<file path="src/rtl/layer6_stream_ctrl.sv">
// Layer-6 pass sequencer: producer stream -> SRAM port A, SRAM port B -> 2-entry skid -> consumer stream.
// Optional macro LAYER6_STALL_CNT_EN adds the stall_cnt consumer-backpressure counter output.
module layer6_stream_ctrl #(
  parameter int DEPTH = 64,
  parameter int AW    = 6,
  parameter int DW    = 128
) (
  input  logic          clk,
  input  logic          rst,
  input  logic          start,
  input  logic [6:0]    fill_len,
  output logic          busy,
  output logic          done,
  input  logic          wr_valid,
  output logic          wr_ready,
  input  logic [DW-1:0] wr_data,
  output logic          rd_valid,
  input  logic          rd_ready,
  output logic [DW-1:0] rd_data,
  output logic          sram_oea,
  output logic          sram_oeb,
  output logic          sram_wean,
  output logic          sram_webn,
  output logic [AW-1:0] sram_a,
  output logic [AW-1:0] sram_b,
  output logic [DW-1:0] sram_dia,
  output logic [DW-1:0] sram_dib,
  input  logic [DW-1:0] sram_dob
`ifdef LAYER6_STALL_CNT_EN
  , output logic [15:0] stall_cnt
`endif
);

  localparam logic [6:0] DEPTH_C = 7'(DEPTH);

  typedef enum logic [1:0] {IDLE, RUN, DONE} state_t;

  state_t        state_reg;
  logic          busy_reg, done_reg;
  logic [6:0]    len_reg, wr_cnt_reg, rd_ptr_reg, pop_cnt_reg;
  logic          inflight_reg;
  logic [1:0]    buf_cnt_reg;
  logic [DW-1:0] buf0_reg, buf1_reg, buf0_next, buf1_next;
  logic [AW-1:0] a_hold_reg, b_hold_reg;
  logic [DW-1:0] dia_hold_reg;

  logic          run, start_ok, wr_fire, pop, rd_issue;
  logic [2:0]    occ_after;
  logic [DW-1:0] head_src, second_src;

  assign run      = (state_reg == RUN);
  assign start_ok = (state_reg == IDLE) && start && (fill_len != 7'd0);
  assign busy     = busy_reg;
  assign done     = done_reg;

  assign wr_ready  = run && (wr_cnt_reg < len_reg);
  assign wr_fire   = wr_valid && wr_ready;
  assign sram_wean = ~wr_fire;
  assign sram_a    = wr_fire ? wr_cnt_reg[AW-1:0] : a_hold_reg;
  assign sram_dia  = wr_fire ? wr_data : dia_hold_reg;

  // The word in flight from port B counts as a FIFO entry and can be popped straight off sram_dob.
  assign rd_valid  = (buf_cnt_reg != 2'd0) || inflight_reg;
  assign rd_data   = (buf_cnt_reg != 2'd0) ? buf0_reg : sram_dob;
  assign pop       = rd_valid && rd_ready;
  assign occ_after = {1'b0, buf_cnt_reg} + {2'b00, inflight_reg} - {2'b00, pop};
  assign rd_issue  = run && (rd_ptr_reg < wr_cnt_reg) && (occ_after < 3'd2);
  assign sram_b    = rd_issue ? rd_ptr_reg[AW-1:0] : b_hold_reg;

  assign sram_oea  = 1'b0;
  assign sram_oeb  = run;
  assign sram_webn = 1'b1;
  assign sram_dib  = '0;

  always_comb begin
    head_src   = (buf_cnt_reg != 2'd0) ? buf0_reg : sram_dob;
    second_src = (buf_cnt_reg == 2'd2) ? buf1_reg : sram_dob;
    buf0_next  = pop ? second_src : head_src;
    buf1_next  = pop ? sram_dob : second_src;
  end

  always_ff @(posedge clk or posedge rst) begin
    if (rst) begin
      state_reg    <= IDLE;
      busy_reg     <= 1'b0;
      done_reg     <= 1'b0;
      len_reg      <= '0;
      wr_cnt_reg   <= '0;
      rd_ptr_reg   <= '0;
      pop_cnt_reg  <= '0;
      inflight_reg <= 1'b0;
      buf_cnt_reg  <= '0;
      buf0_reg     <= '0;
      buf1_reg     <= '0;
      a_hold_reg   <= '0;
      b_hold_reg   <= '0;
      dia_hold_reg <= '0;
    end else begin
      case (state_reg)
        IDLE: begin
          if (start_ok) begin
            len_reg      <= (fill_len > DEPTH_C) ? DEPTH_C : fill_len;
            wr_cnt_reg   <= '0;
            rd_ptr_reg   <= '0;
            pop_cnt_reg  <= '0;
            inflight_reg <= 1'b0;
            buf_cnt_reg  <= '0;
            // Park port B on the top word so it cannot alias the first writes at address 0.
            b_hold_reg   <= '1;
            busy_reg     <= 1'b1;
            state_reg    <= RUN;
          end
        end
        RUN: begin
          if (wr_fire) begin
            wr_cnt_reg   <= wr_cnt_reg + 7'd1;
            a_hold_reg   <= wr_cnt_reg[AW-1:0];
            dia_hold_reg <= wr_data;
          end
          if (rd_issue) begin
            rd_ptr_reg <= rd_ptr_reg + 7'd1;
            b_hold_reg <= rd_ptr_reg[AW-1:0];
          end
          inflight_reg <= rd_issue;
          buf_cnt_reg  <= occ_after[1:0];
          buf0_reg     <= buf0_next;
          buf1_reg     <= buf1_next;
          if (pop) begin
            pop_cnt_reg <= pop_cnt_reg + 7'd1;
            if ((pop_cnt_reg + 7'd1) == len_reg) begin
              done_reg  <= 1'b1;
              state_reg <= DONE;
            end
          end
        end
        DONE: begin
          done_reg  <= 1'b0;
          busy_reg  <= 1'b0;
          state_reg <= IDLE;
        end
        default: state_reg <= IDLE;
      endcase
    end
  end

`ifdef LAYER6_STALL_CNT_EN
  always_ff @(posedge clk or posedge rst) begin
    if (rst) begin
      stall_cnt <= '0;
    end else if (start_ok) begin
      stall_cnt <= '0;
    end else if (run && rd_valid && !rd_ready && (stall_cnt != 16'hFFFF)) begin
      stall_cnt <= stall_cnt + 16'd1;
    end
  end
`endif

endmodule

</file>
<file path="config.mk">
export PLATFORM = sky130hd
export DESIGN_NAME = layer6_stream_ctrl
export DESIGN_NICKNAME = d
export VERILOG_FILES = /design/src/rtl/layer6_stream_ctrl.sv
export SDC_FILE = /design/constraint.sdc
export NUM_CORES = 1
export LEC_CHECK = 0
export ABC_AREA = 1
export BUFFER_PORTS_ARGS = -buffer_cell sky130_fd_sc_hd__buf_4
export CORE_ASPECT_RATIO = 0.5
export CORE_MARGIN = 5
export CORE_UTILIZATION = 30
export CTS_CLUSTER_SIZE = 12
export DETAILED_ROUTE_END_ITERATION = 8
export GPL_ROUTABILITY_DRIVEN = 0
export PLACE_DENSITY_LB_ADDON = 0.12
export RECOVER_POWER = 100
export SLEW_MARGIN = 20
export SYNTH_ARGS = -nofsm -noshare
export SYNTH_HDL_FRONTEND = slang
export SYNTH_SLANG_ARGS = --single-unit
export TNS_END_PERCENT = 30
</file>
<file path="constraint.sdc">
create_clock -name clk -period 23.8 [get_ports clk]
set_input_delay 1.19 -clock clk [delete_from_list [all_inputs] [get_ports clk]]
set_output_delay 1.19 -clock clk [all_outputs]
set_load 0.05 [all_outputs]
</file>
==> flow_summary_export.csv <==
group,metric,value,unit
logic_synthesis,synth_most_common_cell,"nand2_1",
sta,rsz0062_at_grt,"false",
worst_setup_path,cp_max_fo,136,
hold_path,min_path_type,"register to register",
logic_synthesis,synthArstFlopShare,100,%
sta,hold_viol_final,0,
clock_tree,h-tree-depth,2,
worst_setup_path,required,24230,ps
route,drtPass1Iterations,5,
route,via_per_inst,4.61,
placement,dp_hpwl,47.7,mm
logic_synthesis,synth_cell_types,37,
worst_setup_path,rrSetupSlack,10680,ps
clock_tree,cts_hold_buffers,0,
logic_synthesis,ys_ff_latch,431,
logic_synthesis,synth-edff-count,0,
clock_tree,cts_setup_buffers,0,
route,drt_wl_total,71.5,mm
floorplan,core_area,76900,µm²
global_routing,grt_usage,16.1,%
final_layout,nFillCells,8353,
global_routing,grt_max_degree,257,
placement,post_dp_cell_area,27400,µm²
sta,slew_headroom,-156,%
floorplan,io_pins,672,
clock_tree,cts_sinks,431,
clock_tree,clk_pin_slew,60,ps
clock_tree,post_cts_resized,0,
sta,clock.fmax,0.0762,GHz
clock_tree,clockRootBuffer,"clkbuf_16",
final_layout,final_area,27300,µm²
clock_tree,cts-buffers-inserted,46,
floorplan,dieWidth,403,µm
global_routing,grt_util_met2,30.1,%
logic_synthesis,postSynthCellCount,2856,
worst_setup_path,crit_path_end_kind,"register",
logic_synthesis,synth_common_cells,"nand2_1, dfrtp_1, inv_1, o21ai_0, buf_4",
clock_tree,cts_tree,"built",
logic_synthesis,synth_flop_cell,"dfrtp_1",
worst_setup_path,start_kind,"register",
logic_synthesis,yosys_warnings,0,
global_routing,grt_pass1_wl,109,mm
route,drcViolationCount,0,
route,vias,20103,
logic_synthesis,netlist_area,23200,µm²
logic_synthesis,yosys.area.top_type,"dfrtp_1",
worst_setup_path,critPathArrivalTime,13550,ps
global_routing,antenna_found_initial,7,
logic_synthesis,yosysTopAreaCellShare,46.5,%
clock_tree,clock_path_buffers,3,
sta,finalSetupTns,0,ps
sta,final-setup-viol-count,0,
route,wl_per_cell,16.4,µm
global_routing,busiest_layer,"met2",
run_status,status,"finished, violations left",
placement,port_buffers,541,
clock_tree,clk_latency,580,ps
final_layout,fin_nets,3573,
global_routing,grtUsageMet3,2.21,%
sta,slew_violations,1197,
global_routing,grt_pass1_vias,19397,
logic_synthesis,synth_area_leaders,"dfrtp_1, nand2_1, o221ai_2",
floorplan,start_util,30.1,%
flow_run,maxCapViolCount,18,
global_routing,met1_usage,19.1,%
floorplan,rows,72,
worst_setup_path,crit_type,"register to register",
sta,period_minus_slack,13120,ps
sta,min_period_over_period,55.1,%
run_status,violations,"max-capacitance violations, max-slew violations",
floorplan,dieArea,83300,µm²
route,drtIter0Drc,1200,
global_routing,grt_overflow,0,
final_layout,drive_gt1_share,11.3,%
floorplan,fp.dieH,207,µm
route,postRouteAntennaNets,0,
sta,tightest_slew,3840,ps
sta,skew,16.6,ps
final_layout,area_delta_synth_final,17.9,%
logic_synthesis,syn_avg_cell_area,8.12,µm²
logic_synthesis,yosysSeqAreaShare,46.5,%
[metrics by stage]
| step | util (%) | setup WS (ps) | hold slack, ps | cells |
|---|---|---|---|---|
| after floorplan | - | 10610 | 444 | 2984 |
| after global placement | 35.6 | 18610 | 456 | 4275 |
| after global routing | 35.5 | 9240 | 484 | 4363 |
| final | 35.5 | 10680 | 468 | 4363 |
| after detailed placement | 35.6 | 18610 | 460 | 4275 |
| after CTS | 37.7 | 18080 | 474 | 4356 |
[layout make-up]
class / instances / area (µm²) / share of cell area [%]
sequential: 431 / 10800 / 39.4
multi-input combinational: 1971 / 9460 / 34.6
timing repair buffer: 559 / 3170 / 11.6
clock buffer: 75 / 1430 / 5.24
tap: 1036 / 1300 / 4.74
inverter: 278 / 1060 / 3.88
clock inverter: 6 / 133 / 0.485
antenna: 7 / 17.5 / 0.0640
[critical path, cell delays in order, from the launching register on]
cell,delay [ps]
dfrtp_1,380
inv_1,70
nor2_1,1780
clkinvlp_2,4260
nor2_4,730
clkbuf_1,2270
inv_8,1020
clkbuf_1,1570
o221ai_1,730
[worst paths after layout]
path,start,end,depth (start not counted)
min,dia_hold_reg[67],dia_hold_reg[67],2
max reg2reg,state_reg[0],buf0_reg[27],8
min in group asynchronous,rst,dia_hold_reg[116],2
max in group asynchronous,rst,b_hold_reg[1],5
max,state_reg[0],buf0_reg[27],8
min reg2reg,dia_hold_reg[67],dia_hold_reg[67],2
[kinds of logic (layout without fill, tap and decap cells)]
family,count (synthesis),in the layout,share of synthesized area [%]
simple gates,1246,1246,20.7
xor+xnor,11,11,0.415
flops,431,431,46.5
fa+ha+maj,18,18,1.00
compound gates,566,566,19.0
other cells,2,137,0.0324
buf+inv,582,918,12.3
[layer usage]
| metal | vias to the layer above | wire (µm) |
|---|---|---|
| met2 | 409 | 37800 |
| met4 | 0 | 2150 |
| met1 | 9616 | 28900 |
| li1 | 9978 | - |
| met3 | 100 | 2680 |
| met5 | - | 0 |
[cells in the final DEF (no fill, tap or decap), types with 2 or more instances in the layout]
cell,n
bufinv_16,4
a21oi_1,44
o21a_1,3
clkinvlp_2,3
dfrtp_1,431
inv_1,272
nand2_1,1132
nor2_1,66
o22ai_1,6
clkbuf_4,2
ha_1,17
nand3_1,31
diode_2,7
o221ai_2,15
xor2_1,10
o21ai_0,247
nand4_1,3
nor3_1,2
o21ai_1,5
clkbuf_16,49
nor3b_1,2
buf_4,278
or2_2,6
conb_1,130
clkbuf_8,11
clkbuf_1,293
o211ai_1,39
o221ai_1,205
inv_8,2
Power is not shown: default switching activity piles up to over one toggle a cycle in this logic, so the estimate is an artifact.
